==> src/rtl/d_format_decoder_pkg.sv <==
// Shared constants and types for the D-form decode stage.
//   - field widths of the instruction record
//   - register access pattern codes (read = 2'b10, write = 2'b01)
//   - functional unit codes
//   - one-hot format code that selects the D-form decoder
//   - d_attr_t: per-opcode attributes produced by d_form_opcode_table
//   - dec_rec_t: the registered decoded-instruction record
package d_format_decoder_pkg;

   localparam int ADDR_W    = 64;
   localparam int INSTR_W   = 32;
   localparam int PID_W     = 20;
   localparam int TID_W     = 16;
   localparam int MAJ_ID_W  = 64;
   localparam int MIN_ID_W  = 7;
   localparam int OPCODE_W  = 12;
   localparam int PRIM_OP_W = 6;
   localparam int REG_W     = 5;
   localparam int IMM_W     = 16;
   localparam int RW_W      = 2;
   localparam int FU_W      = 3;
   localparam int FMT_W     = 25;
   localparam int BODY_W    = 2 * REG_W + IMM_W;

   localparam logic [RW_W-1:0] REG_NONE  = 2'b00;
   localparam logic [RW_W-1:0] REG_READ  = 2'b10;
   localparam logic [RW_W-1:0] REG_WRITE = 2'b01;
   localparam logic [RW_W-1:0] REG_RW    = 2'b11;

   localparam logic [FU_W-1:0] FU_FX     = 3'd0;
   localparam logic [FU_W-1:0] FU_FP     = 3'd1;
   localparam logic [FU_W-1:0] FU_VX     = 3'd2;
   localparam logic [FU_W-1:0] FU_CR     = 3'd3;
   localparam logic [FU_W-1:0] FU_LS     = 3'd4;
   localparam logic [FU_W-1:0] FU_BRANCH = 3'd6;

   localparam logic [FMT_W-1:0] FMT_D = 25'd32;

   // Instance tag only; carries no function.
   localparam int D_DECODER_INSTANCE = 0;

   typedef struct packed {
      logic            valid;
      logic [FU_W-1:0] unit;
      logic [RW_W-1:0] op1rw;
      logic [RW_W-1:0] op2rw;
      logic            op1_is_reg;
      logic            op2_is_reg;
      logic            imm_ext;
      logic            imm_shf;
   } d_attr_t;

   typedef struct packed {
      logic [OPCODE_W-1:0] opcode;
      logic [ADDR_W-1:0]   addr;
      logic [FU_W-1:0]     unit;
      logic [MAJ_ID_W-1:0] maj_id;
      logic [MIN_ID_W-1:0] min_id;
      logic [MIN_ID_W-1:0] num_uops;
      logic                is64;
      logic [PID_W-1:0]    pid;
      logic [TID_W-1:0]    tid;
      logic [RW_W-1:0]     op1rw;
      logic [RW_W-1:0]     op2rw;
      logic                op1_is_reg;
      logic                op2_is_reg;
      logic                imm_ext;
      logic                imm_shf;
      logic [BODY_W-1:0]   body;
   } dec_rec_t;

endpackage

==> src/rtl/d_format_decoder_opcode_table.sv <==
// d_form_opcode_table: combinational attribute lookup for D-form primary opcodes.
// Ports:
//   prim_opcode_i [6] : primary opcode
//   ra_i          [5] : RA field (RA==0 means literal zero, not a register)
//   attr_o            : {valid, unit, op1rw, op2rw, op1isReg, op2isReg, immExt, immShf}
module d_form_opcode_table
   import d_format_decoder_pkg::*;
(
   input  logic [PRIM_OP_W-1:0] prim_opcode_i,
   input  logic [REG_W-1:0]     ra_i,
   output d_attr_t              attr_o
);

   logic ra_nz;
   assign ra_nz = (ra_i != '0);

   always_comb begin
      attr_o            = '0;
      attr_o.op1_is_reg = 1'b1;
      attr_o.op2_is_reg = 1'b1;
      attr_o.op2rw      = REG_READ;
      attr_o.imm_ext    = 1'b1;
      case (prim_opcode_i)
         // tdi, twi: op1 is the TO field
         6'd2, 6'd3: begin
            attr_o.valid      = 1'b1;
            attr_o.unit       = FU_BRANCH;
            attr_o.op1_is_reg = 1'b0;
         end
         6'd7, 6'd8, 6'd12, 6'd13: begin
            attr_o.valid = 1'b1;
            attr_o.unit  = FU_FX;
            attr_o.op1rw = REG_WRITE;
         end
         // cmpli (unsigned imm), cmpi: op1 is BF/L
         6'd10, 6'd11: begin
            attr_o.valid      = 1'b1;
            attr_o.unit       = FU_FX;
            attr_o.op1_is_reg = 1'b0;
            attr_o.imm_ext    = prim_opcode_i[0];
         end
         6'd14, 6'd15: begin
            attr_o.valid      = 1'b1;
            attr_o.unit       = FU_FX;
            attr_o.op1rw      = REG_WRITE;
            attr_o.op2_is_reg = ra_nz;
            attr_o.imm_shf    = prim_opcode_i[0];
         end
         // logical immediates: RS is read, RA is written; odd opcodes are the "s" forms
         6'd24, 6'd25, 6'd26, 6'd27, 6'd28, 6'd29: begin
            attr_o.valid   = 1'b1;
            attr_o.unit    = FU_FX;
            attr_o.op1rw   = REG_READ;
            attr_o.op2rw   = REG_WRITE;
            attr_o.imm_ext = 1'b0;
            attr_o.imm_shf = prim_opcode_i[0];
         end
         6'd32, 6'd34, 6'd40, 6'd42, 6'd46, 6'd48, 6'd50: begin
            attr_o.valid      = 1'b1;
            attr_o.unit       = FU_LS;
            attr_o.op1rw      = REG_WRITE;
            attr_o.op2_is_reg = ra_nz;
         end
         6'd33, 6'd35, 6'd41, 6'd43, 6'd49, 6'd51: begin
            attr_o.valid = 1'b1;
            attr_o.unit  = FU_LS;
            attr_o.op1rw = REG_WRITE;
            attr_o.op2rw = REG_RW;
         end
         6'd36, 6'd38, 6'd44, 6'd47, 6'd52, 6'd54: begin
            attr_o.valid      = 1'b1;
            attr_o.unit       = FU_LS;
            attr_o.op1rw      = REG_READ;
            attr_o.op2_is_reg = ra_nz;
         end
         6'd37, 6'd39, 6'd45, 6'd53, 6'd55: begin
            attr_o.valid = 1'b1;
            attr_o.unit  = FU_LS;
            attr_o.op1rw = REG_READ;
            attr_o.op2rw = REG_RW;
         end
         default: attr_o.valid = 1'b0;
      endcase
   end

endmodule

==> src/rtl/d_format_decoder.sv <==
// d_format_decoder: D-form decode stage with a one-cycle pipeline register.
// Ports:
//   clock_i, reset_i (sync, active-high), enable_i (input valid), stall_i (hold)
//   instFormat_i, instructionOpcode_i, instruction_i and per-instruction tags in
//   enable_o plus the registered decoded record out (opcode, unit, IDs, operand
//   access patterns, immediate flags, raw operand body)
// Non-accepted inputs clear enable_o but leave the rest of the record as it was.
module d_format_decoder
   import d_format_decoder_pkg::*;
(
   input  logic                 clock_i,
   input  logic                 reset_i,
   input  logic                 enable_i,
   input  logic                 stall_i,
   input  logic [FMT_W-1:0]     instFormat_i,
   input  logic [PRIM_OP_W-1:0] instructionOpcode_i,
   input  logic [INSTR_W-1:0]   instruction_i,
   input  logic [ADDR_W-1:0]    instructionAddress_i,
   input  logic                 is64Bit_i,
   input  logic [PID_W-1:0]     instructionPid_i,
   input  logic [TID_W-1:0]     instructionTid_i,
   input  logic [MAJ_ID_W-1:0]  instructionMajId_i,
   output logic                 enable_o,
   output logic [OPCODE_W-1:0]  opcode_o,
   output logic [ADDR_W-1:0]    instructionAddress_o,
   output logic [FU_W-1:0]      functionalUnitType_o,
   output logic [MAJ_ID_W-1:0]  instMajId_o,
   output logic [MIN_ID_W-1:0]  instMinId_o,
   output logic [MIN_ID_W-1:0]  numMicroOps_o,
   output logic                 is64Bit_o,
   output logic [PID_W-1:0]     instPid_o,
   output logic [TID_W-1:0]     instTid_o,
   output logic [RW_W-1:0]      op1rw_o,
   output logic [RW_W-1:0]      op2rw_o,
   output logic                 op1isReg_o,
   output logic                 op2isReg_o,
   output logic                 immIsExtended_o,
   output logic                 immIsShifted_o,
   output logic [BODY_W-1:0]    instructionBody_o
);

   d_attr_t  attr;
   dec_rec_t rec_d, rec_q;
   logic     enable_q;
   logic     accept;

   // Big-endian bits [0:5] (primary opcode) are supplied separately on
   // instructionOpcode_i; the word's own copy is not needed here.
   logic unused_prim_bits;
   assign unused_prim_bits = ^instruction_i[31:26];

   // Big-endian [11:15] is RA, i.e. little-endian [20:16].
   d_form_opcode_table u_table (
      .prim_opcode_i (instructionOpcode_i),
      .ra_i          (instruction_i[20:16]),
      .attr_o        (attr)
   );

   assign accept = enable_i && (instFormat_i == FMT_D) && attr.valid;

   always_comb begin
      rec_d            = '0;
      rec_d.opcode     = {instructionOpcode_i, 6'b0};
      rec_d.addr       = instructionAddress_i;
      rec_d.unit       = attr.unit;
      rec_d.maj_id     = instructionMajId_i;
      rec_d.min_id     = '0;
      rec_d.num_uops   = 7'd1;
      rec_d.is64       = is64Bit_i;
      rec_d.pid        = instructionPid_i;
      rec_d.tid        = instructionTid_i;
      rec_d.op1rw      = attr.op1rw;
      rec_d.op2rw      = attr.op2rw;
      rec_d.op1_is_reg = attr.op1_is_reg;
      rec_d.op2_is_reg = attr.op2_is_reg;
      rec_d.imm_ext    = attr.imm_ext;
      rec_d.imm_shf    = attr.imm_shf;
      rec_d.body       = instruction_i[BODY_W-1:0];
   end

   always_ff @(posedge clock_i) begin
      if (reset_i) begin
         enable_q <= 1'b0;
         rec_q    <= '0;
      end else if (!stall_i) begin
         enable_q <= accept;
         if (accept) rec_q <= rec_d;
      end
   end

   assign enable_o             = enable_q;
   assign opcode_o             = rec_q.opcode;
   assign instructionAddress_o = rec_q.addr;
   assign functionalUnitType_o = rec_q.unit;
   assign instMajId_o          = rec_q.maj_id;
   assign instMinId_o          = rec_q.min_id;
   assign numMicroOps_o        = rec_q.num_uops;
   assign is64Bit_o            = rec_q.is64;
   assign instPid_o            = rec_q.pid;
   assign instTid_o            = rec_q.tid;
   assign op1rw_o              = rec_q.op1rw;
   assign op2rw_o              = rec_q.op2rw;
   assign op1isReg_o           = rec_q.op1_is_reg;
   assign op2isReg_o           = rec_q.op2_is_reg;
   assign immIsExtended_o      = rec_q.imm_ext;
   assign immIsShifted_o       = rec_q.imm_shf;
   assign instructionBody_o    = rec_q.body;

endmodule

==> config.mk <==
export PLATFORM = sky130hd
export DESIGN_NAME = d_format_decoder
export DESIGN_NICKNAME = d
export VERILOG_FILES = /design/src/rtl/d_format_decoder_pkg.sv /design/src/rtl/d_format_decoder_opcode_table.sv /design/src/rtl/d_format_decoder.sv
export SDC_FILE = /design/constraint.sdc
export NUM_CORES = 1
export LEC_CHECK = 0
export ABC_AREA = 0
export CAP_MARGIN = 20
export CORE_AREA = 2 2 178 180
export CTS_CLUSTER_SIZE = 14
export DETAILED_ROUTE_END_ITERATION = 8
export DIE_AREA = 0 0 180 182
export PLACE_DENSITY = 0.66
export SETUP_SLACK_MARGIN = 0.15
export SLEW_MARGIN = 15
export SYNTH_ARGS = -nofsm -noshare
export SYNTH_HDL_FRONTEND = slang
export SYNTH_HIERARCHICAL = 1
export SYNTH_SLANG_ARGS = --single-unit
==> constraint.sdc <==
create_clock -name clock_i -period 3.1 [get_ports clock_i]
set_clock_uncertainty 0.05 [all_clocks]
set_input_delay 0.62 -clock clock_i [delete_from_list [all_inputs] [get_ports clock_i]]
set_output_delay 0.62 -clock clock_i [all_outputs]
set_load 0.005 [all_outputs]
# == Word level (Yosys, flattened, before mapping) ==
# Cells that the tools add are included.
# classes
bitwise,1
n_eq_ne,41
reduce_logical,15
mux,8
# op_table
cell,n
equality test 6 bit (second input constant),24
equality test 6 x 4 -> 1 bit (second input constant),7
OR reduction 40 bit,1
equality test 6 x 5 -> 1 bit (second input constant),6
equality test 25 x 6 -> 1 bit (second input constant),1
OR reduction 24 bit,1
OR reduction 19 bit,1
OR reduction 17 bit,1
OR reduction 15 bit,1
equality test 6 x 2 -> 1 bit (second input constant),2
OR reduction 11 bit,1
case mux 2 bit (2 select lines),2
OR reduction 8 bit,1
equality test 6 x 3 -> 1 bit (second input constant),1
case mux 3 bit (2 select lines),1
OR reduction 6 bit,1
nonzero test 5 bit,1
two-way mux 1 bit,4
OR reduction 2 bit,2
OR reduction 4 bit,1
logical AND 1 bit,2
case mux 1 bit (2 select lines),1
AND reduction 2 bit,1
NOT 1 bit,1
# word_totals
wordCells,81
regBits,210
out_inout_bits,229
inputBits,232

# == Logic depth before layout (Yosys ltp) ==
# Gate-level depths: netlist of the first run.
# logic_depth
depth_word,5
mapped_depth,12
mapped_depth_nobuf,8

# == Modules after synthesis ==
# The synthesis of the first run kept the hierarchy.
# by_module_without_submodules
module,seq_area_each_um2,instances,cells_per_inst,area_each_um2
d_format_decoder,4204.0,1,1191,9745.6
d_form_opcode_table,0.0,1,49,316.6

# == Worst setup path before layout of the first run ==
# Ideal clock, no wire load.
# synth_timing
path_type,input port to flip-flop
from,input instructionOpcode_i[4]
to,register rec_q (netlist bit instructionAddress_o[50])
setup_time_ns,0.121
cell_stages,10
path_buffers,4
t_arrival_ns,2.229
slack_ns,0.700
required_ns,2.929
path_cell_list,buf_2 -> a21boi_1 -> o41ai_2 -> nor4bb_1 -> nand3_1 -> buf_2 -> clkbuf_2 -> clkbuf_1 -> o21ai_0 -> o21ai_1
# synth_rtl
element,line,text
start: declaration,d_format_decoder.sv:16,"input logic [PRIM_OP_W-1:0] instructionOpcode_i,"
end signal: assignment,d_format_decoder.sv:87,if (accept) rec_q <= rec_d;
end: declaration,d_format_decoder.sv:43,"dec_rec_t rec_d, rec_q;"

==> results of run 1 <==
[power by group through the flow]
| stage | registers (W) | logic, W | clock network, W |
|---|---|---|---|
| 2_1_floorplan | 0.00276 | 0.000215 | 0 |
| 3_3_place_gp | 0.00276 | 0.000549 | 0 |
| 3_5_place_dp | 0.00276 | 0.000552 | 0 |
| 4_1_cts | 0.00270 | 0.000556 | 0.00318 |
| 5_1_grt | 0.00270 | 0.000599 | 0.00327 |
| 6_report | 0.00270 | 0.000551 | 0.00308 |
[placed cells by master, fill, tap and decap left out, types with 2 or more instances in the layout]
cell / netlist / layout
nor2b_1: 209 / 209
bufinv_16: 0 / 4
buf_12: 0 / 13
and3_1: 2 / 2
buf_4: 22 / 36
clkdlybuf4s50_1: 0 / 434
clkinv_2: 0 / 7
a21oi_1: 2 / 2
o21ai_0: 213 / 213
dfxtp_1: 210 / 210
clkbuf_1: 85 / 3
nor4_1: 5 / 5
inv_1: 2 / 2
o21ai_1: 208 / 208
clkbuf_16: 0 / 25
nand2b_1: 208 / 208
nand2_1: 10 / 10
nor2_2: 3 / 3
nand4_1: 2 / 2
clkbuf_8: 0 / 4
conb_1: 2 / 20
[flip-flops by register name (all words and copies together), names as in the netlist]
| name | count |
|---|---|
| instMajId_o | 64 |
| instructionAddress_o | 64 |
| instructionBody_o | 26 |
| instPid_o | 20 |
| instTid_o | 16 |
| opcode_o | 6 |
| functionalUnitType_o | 3 |
| op1rw_o | 2 |
| op2rw_o | 2 |
| enable_o | 1 |
| immIsExtended_o | 1 |
| immIsShifted_o | 1 |
| is64Bit_o | 1 |
| numMicroOps_o | 1 |
| op1isReg_o | 1 |
| op2isReg_o | 1 |
[layer usage]
metal / track usage / routed length [um] / vias up
met2: 0.333 / 16000 / 359
met5: 0 / 13 / -
met4: 0.0472 / 648 / 2
met1: 0.237 / 13800 / 4478
met3: 0.0572 / 2830 / 46
li1: - / - / 4847
[cells in the mapped netlist (2+ instances only)]
cell type / number / area share
o21ai_0: 213 / 0.11
dfxtp_1: 210 / 0.42
nor2b_1: 209 / 0.13
nand2b_1: 208 / 0.13
o21ai_1: 208 / 0.10
clkbuf_1: 85 / 0.032
buf_6: 25 / 0.028
buf_4: 22 / 0.016
nand2_1: 10 / 0.0037
nor4_1: 5 / 0.0031
buf_2: 4 / 0.0020
clkbuf_2: 3 / 0.0015
nor2_2: 3 / 0.0019
a21oi_1: 2 / 0.00099
and3_1: 2 / 0.0012
conb_1: 2 / 0.00075
inv_1: 2 / 0.00075
nand3_1: 2 / 0.00099
nand4_1: 2 / 0.0012
or2_1: 2 / 0.0012
[critical path: cells and delay by family]
family	cells	cell delay (ns)
compound gates	3	0.62
buf+inv	3	0.97
simple gates	5	0.88
[metrics by stage]
| stage | worst slack [ns] | cells | utilization |
|---|---|---|---|
| after CTS | 0.316 | 2049 | 0.503 |
| after global placement | -0.161 | 2005 | 0.476 |
| final | 0.356 | 2049 | 0.503 |
| after detailed placement | -0.236 | 2005 | 0.476 |
| after floorplan | 0.700 | 1258 | - |
| after global routing | 0.200 | 2049 | 0.503 |
[worst max path at each step]
stage | startpoint | endpoint | slack [ns] | depth (start not counted)
2_1_floorplan | instructionOpcode_i[4] | instructionAddress_o[50]$_SDFFE_PP0P_ | 0.70 | 10
3_3_place_gp | instructionOpcode_i[2] | instTid_o[3]$_SDFFE_PP0P_ | -0.16 | 11
3_5_place_dp | instructionOpcode_i[2] | instPid_o[3]$_SDFFE_PP0P_ | -0.24 | 11
4_1_cts | instructionOpcode_i[2] | instPid_o[3]$_SDFFE_PP0P_ | 0.32 | 11
5_1_grt | instructionOpcode_i[2] | instPid_o[13]$_SDFFE_PP0P_ | 0.20 | 12
6_report | instructionOpcode_i[2] | instPid_o[3]$_SDFFE_PP0P_ | 0.36 | 11
[cell families after synthesis]
family	count (synthesis)	synth area share
AND/OR/NAND/NOR	452	0.280
XOR/XNOR	1	0.000871
buffers and inverters	142	0.0807
flip-flops	210	0.418
AO/OA/AOI/OAI	433	0.220
other	2	0.000746
[cell type report]
type,instances,share of cell area
clock buffers,32,0.0444
clock inverters,12,0.0105
inverters,3,0.000722
multi-input cells,906,0.329
flip-flops and latches,210,0.270
well taps,402,0.0323
repair buffers,484,0.314
==> metrics.cfg, run 1 <==
[setup_path]
slowest_delay_ns = 0.58
endpoint_kind = flip-flop
rr_endpoint = instMajId_o[42]$_SDFFE_PP0P_
slowest_stage = clkdlybuf4s50_1
required_ns = 3.49
critical_path_class = in2reg
start_kind = primary input
r2r_cells = 3
cp_cell_sequence = clkdlybuf4s50_1, nor2_2, nand2_1, a21oi_1, o41ai_2, nor4bb_1, buf_4, nand3_4, or2_4, buf_12, o21ai_1
reg2reg_from = instMajId_o[42]$_SDFFE_PP0P_
crit_arrival_ns = 3.13
crit_fanout = 44
regToRegSetupSlack_ns = 2.29

[power]
power_density_nw_per_um2 = 406
p_leak_nw = 5.53
p_comb_frac = 0.087
p_total_w = 0.00633
sw_frac_of_total = 0.218
p_int_w = 0.00495
p_clk_frac = 0.486
p_seq_frac = 0.426
vdd_drop_max_mv = 0.308
p_sw_w = 0.00138

[timing]
slew_viol_final = 0
min_period_ns = 2.74
fmax_ghz = 0.364
setup_viol = 0
hold_viol_final = 0
tns_ns = 0
rsz0062_at_grt = false
relSlewSlack = 0.584
whs_ns = 0.403
min_period_over_period = 0.885
worstMarginPinSlew_ns = 0.625

[synth]
synth_area_per_cell_um2 = 8.11
seq_area_frac_synth = 0.418
async_reset_ff_frac = 0
yosysWarnings = 6
synthesis.area_um2 = 10100
syn_inst = 1240
synth_edf_count = 0
ys_ff_latch = 210
synth_ff_type = dfxtp_1
yosysUniqueCellTypes = 41

[detailed_routing]
wl_per_cell_um = 16.2
drt_first_pass_iters = 5
drc = 0
avgViaCountPerCell = 4.75
routed_wl_um = 33300
ant_nets = 0
vias = 9732
drtIter0Drc = 591

[floorplan]
placeableCoreArea_um2 = 31000
initial_core_util = 0.325
die_w_um = 180
rows = 65
die_h_um = 182
ios = 461
dieArea_um2 = 32800

[global_routing]
grt_pass1_wl_um = 52100
grt_max_degree = 113
grt-ovfl-total = 0
antenna_found_initial = 1
grt.total_usage = 0.193
grt_pass1_vias = 9305

[finish]
post-route-cell-area_um2 = 15600
area_growth_pct = 55.0
antenna_cells = 0
ff_latch_area_um2 = 4200
multi_input_area_um2 = 5130
fillerInstances = 3017
fin_nets = 1862
drive_gt1_frac = 0.0625

[clocking]
clk_path_buf_depth = 3
htreeDepth = 1
clock_sink_count = 210
post_cts_resize_count = 0
post_cts_buffers = 0
clk_latency_ns = 0.52
cts-root-buf = clkbuf_16
cts_buffers = 25
cts_tree = yes
holdBufCountCts = 0
clk_pin_slew_ns = 0.06

[worst_hold_path]
hold_end = numMicroOps_o[0]$_SDFFE_PP0P_
hp-class = reg2reg
min_path_cells = 2
hp-start = numMicroOps_o[0]$_SDFFE_PP0P_

[job]
max_cap_violations = 0

[run_status]
run_status = finished clean

[place]
post-dp-hpwl_um = 23100
place_area_um2 = 14700
portBuffers = 435
globalplace.congestion = 0.820

Power figures use the tool's default switching activity.
==> run 2, diff against run 1 <==
--- a/config.mk
+++ b/config.mk
@@ -12,6 +12,7 @@
 export DETAILED_ROUTE_END_ITERATION = 8
 export DIE_AREA = 0 0 180 182
 export PLACE_DENSITY = 0.66
+export RECOVER_POWER = 100
 export SETUP_SLACK_MARGIN = 0.15
 export SLEW_MARGIN = 15
 export SYNTH_ARGS = -nofsm -noshare
==> run 2 against run 1 <==
Effect of this change:
- sequential share of layout area barely moved
- via count fell by 0.42%
- fmax fell by 4.1%
- largest cell class unchanged
- highest routed layer unchanged
==> metrics.cfg, run 2 (synthesized netlist as in run 1, its figures left out) <==
[global_routing]
grt_pass1_wl_um = 52100  ; unchanged
antenna_found_initial = 1  ; unchanged
grt.total_usage = 0.193  ; unchanged
grt_pass1_vias = 9305  ; unchanged
grt-ovfl-total = 0  ; unchanged
grt_max_degree = 113  ; unchanged

[finish]
fillerInstances = 3021  ; was 3017
drive_gt1_frac = 0.0601  ; was 0.0625
fin_util = 0.503  ; about the same
fin_nets = 1862  ; unchanged
post-route-cell-area_um2 = 15600  ; about the same
antenna_cells = 0  ; unchanged
final_cell_mix = o21ai_0 (361), clkdlybuf4s50_1 (223), dlygate4sd3_1 (211)  ; was clkdlybuf4s50_1 (434), o21ai_0 (213), dfxtp_1 (210)
area_growth_pct = 54.8  ; was 55.0%
final_common_cell = o21ai_0  ; was clkdlybuf4s50_1

[setup_path]
slowest_delay_ns = 0.64  ; was 0.58 ns
reg2reg_from = instMajId_o[42]$_SDFFE_PP0P_  ; unchanged
regToRegSetupSlack_ns = 2.29  ; about the same
r2r_cells = 3  ; unchanged
rr_endpoint = instMajId_o[42]$_SDFFE_PP0P_  ; unchanged
crit_arrival_ns = 3.24  ; was 3.13 ns
start_kind = primary input  ; unchanged
cp_cell_sequence = dlygate4sd3_1, nor2_1, nand2_1, a21oi_1, o41ai_2, nor4bb_1, buf_4, nand3_4, or2_4, buf_4, o21ai_0  ; was clkdlybuf4s50_1, nor2_2, nand2_1, a21oi_1, o41ai_2, nor4bb_1, buf_4, nand3_4, or2_4, buf_12, o21ai_1
slowest_stage = dlygate4sd3_1  ; was clkdlybuf4s50_1
endpoint_kind = flip-flop  ; unchanged
path_common_cell = buf_4
crit_fanout = 16  ; was 44
critical_path_class = in2reg  ; unchanged
required_ns = 3.48  ; was 3.49 ns

[timing]
min_period_over_period = 0.923  ; was 0.885
worstMarginPinSlew_ns = 0.635  ; was 0.625 ns
setup_viol = 0  ; unchanged
hold_viol_final = 0  ; unchanged
slew_viol_final = 0  ; unchanged
rsz0062_at_grt = false  ; unchanged
fmax_ghz = 0.349  ; was 0.364 GHz
relSlewSlack = 0.577  ; was 0.584
tns_ns = 0  ; unchanged
timing.final.ws_setup_ns = 0.238  ; was 0.356 ns
min_period_ns = 2.86  ; was 2.74 ns

[clocking]
clk_latency_ns = 0.52  ; about the same
cts_tree = yes  ; unchanged
htreeDepth = 1  ; unchanged
post_cts_resize_count = 0  ; unchanged
clock_sink_count = 210  ; unchanged
cts-root-buf = clkbuf_16  ; unchanged
post_cts_buffers = 0  ; unchanged
clk_pin_slew_ns = 0.06  ; about the same
holdBufCountCts = 0  ; unchanged
clk_path_buf_depth = 3  ; unchanged
cts_buffers = 25  ; unchanged

[power]
sw_frac_of_total = 0.217  ; was 0.218
power_density_nw_per_um2 = 406  ; about the same
p_sw_w = 0.00137  ; was 0.00138 W
p_leak_nw = 6.33  ; was 5.53 nW
p_int_w = 0.00495  ; about the same
p_comb_frac = 0.086  ; was 0.087
vdd_drop_max_mv = 0.311  ; was 0.308 mV
p_total_w = 0.00632  ; was 0.00633 W
p_clk_frac = 0.487  ; was 0.486
p_seq_frac = 0.427  ; was 0.426

[floorplan]
dieArea_um2 = 32800  ; unchanged
initial_core_util = 0.325  ; unchanged
placeableCoreArea_um2 = 31000  ; unchanged
rows = 65  ; unchanged
die_w_um = 180  ; unchanged
ios = 461  ; unchanged
die_h_um = 182  ; unchanged

[worst_hold_path]
hold_end = numMicroOps_o[0]$_SDFFE_PP0P_  ; unchanged
hp-start = numMicroOps_o[0]$_SDFFE_PP0P_  ; unchanged
min_path_cells = 2  ; unchanged
hp-class = reg2reg  ; unchanged

[place]
globalplace.congestion = 0.820  ; unchanged
place_area_um2 = 14700  ; unchanged
post-dp-hpwl_um = 23100  ; unchanged
place_ws_ns = -0.236  ; unchanged
portBuffers = 435  ; unchanged

[detailed_routing]
drc = 0  ; unchanged
wl_per_cell_um = 16.2  ; about the same
drt_first_pass_iters = 4  ; was 5
routed_wl_um = 33200  ; was 33300 um
avgViaCountPerCell = 4.73  ; was 4.75
drtIter0Drc = 560  ; was 591
ant_nets = 0  ; unchanged
vias = 9691  ; was 9732

[job]
max_cap_violations = 0  ; unchanged

[run_status]
run_status = finished clean  ; unchanged

==> run 2: per-stage QoR <==
stage                     hold slack [ns]  instances
after global routing                0.415       2049
after floorplan                     0.399       1258
after CTS                           0.407       2049
after global placement              0.392       2005
after detailed placement            0.398       2005
final                               0.400       2049
==> run 2: worst max-delay path: cells and delay by family <==
family	cells	cell delay, ns
simple gates	5	0.91
buf+inv	3	1.03
compound gates	3	0.66
==> run 2: power groups by stage <==
stage | Clock, W | Combinational (W) | Sequential (W)
finish | 0.00308 | 0.000545 | 0.00270
floorplan | 0 | 0.000215 | 0.00276
global route | 0.00327 | 0.000592 | 0.00270
global placement | 0 | 0.000549 | 0.00276
CTS | 0.00318 | 0.000556 | 0.00270
detailed placement | 0 | 0.000552 | 0.00276
==> run 2: layer usage <==
| metal | vias to the layer above | track usage | part of all wire |
|---|---|---|---|
| met2 | 340 | 0.333 | 0.48 |
| met3 | 47 | 0.0572 | 0.084 |
| li1 | 4847 | - | - |
| met4 | 2 | 0.0472 | 0.020 |
| met5 | - | 0 | 0.00039 |
| met1 | 4455 | 0.237 | 0.41 |
==> run 2: layout make-up <==
type | instances | area (um^2) | share of cell area
clock buffer | 32 | 692 | 0.0444
clock inverter | 12 | 164 | 0.0105
inverter | 3 | 11.3 | 0.000723
multi-input combinational | 906 | 5130 | 0.329
sequential | 210 | 4200 | 0.270
tap | 402 | 503 | 0.0323
timing repair buffer | 484 | 4880 | 0.313
==> run 2: how the worst max path moves through the flow <==
| stage | from | endpoint | cells past startpoint |
|---|---|---|---|
| after floorplan | instructionOpcode_i[4] | instructionAddress_o[50]$_SDFFE_PP0P_ | 10 |
| after global routing | instructionOpcode_i[2] | instMajId_o[43]$_SDFFE_PP0P_ | 11 |
| after CTS | instructionOpcode_i[2] | instPid_o[3]$_SDFFE_PP0P_ | 11 |
| after detailed placement | instructionOpcode_i[2] | instPid_o[3]$_SDFFE_PP0P_ | 11 |
| after global placement | instructionOpcode_i[2] | instTid_o[3]$_SDFFE_PP0P_ | 11 |
| final | instructionOpcode_i[2] | instTid_o[5]$_SDFFE_PP0P_ | 11 |
==> run 3, diff against run 2 <==
==> constraint.sdc (replaced) <==
create_clock -name clock_i -period 3.1 [get_ports clock_i]
set_clock_uncertainty 0.05 [all_clocks]
set_input_delay 0.62 -clock clock_i [delete_from_list [all_inputs] [get_ports clock_i]]
set_output_delay 0.62 -clock clock_i [all_outputs]
set_load 0.05 [all_outputs]
==> results of run 3 <==
Same layout as run 2 (identical final DEF). Status: finished clean.
Main changes from that run: total power 0.00632 W -> 0.00637 W
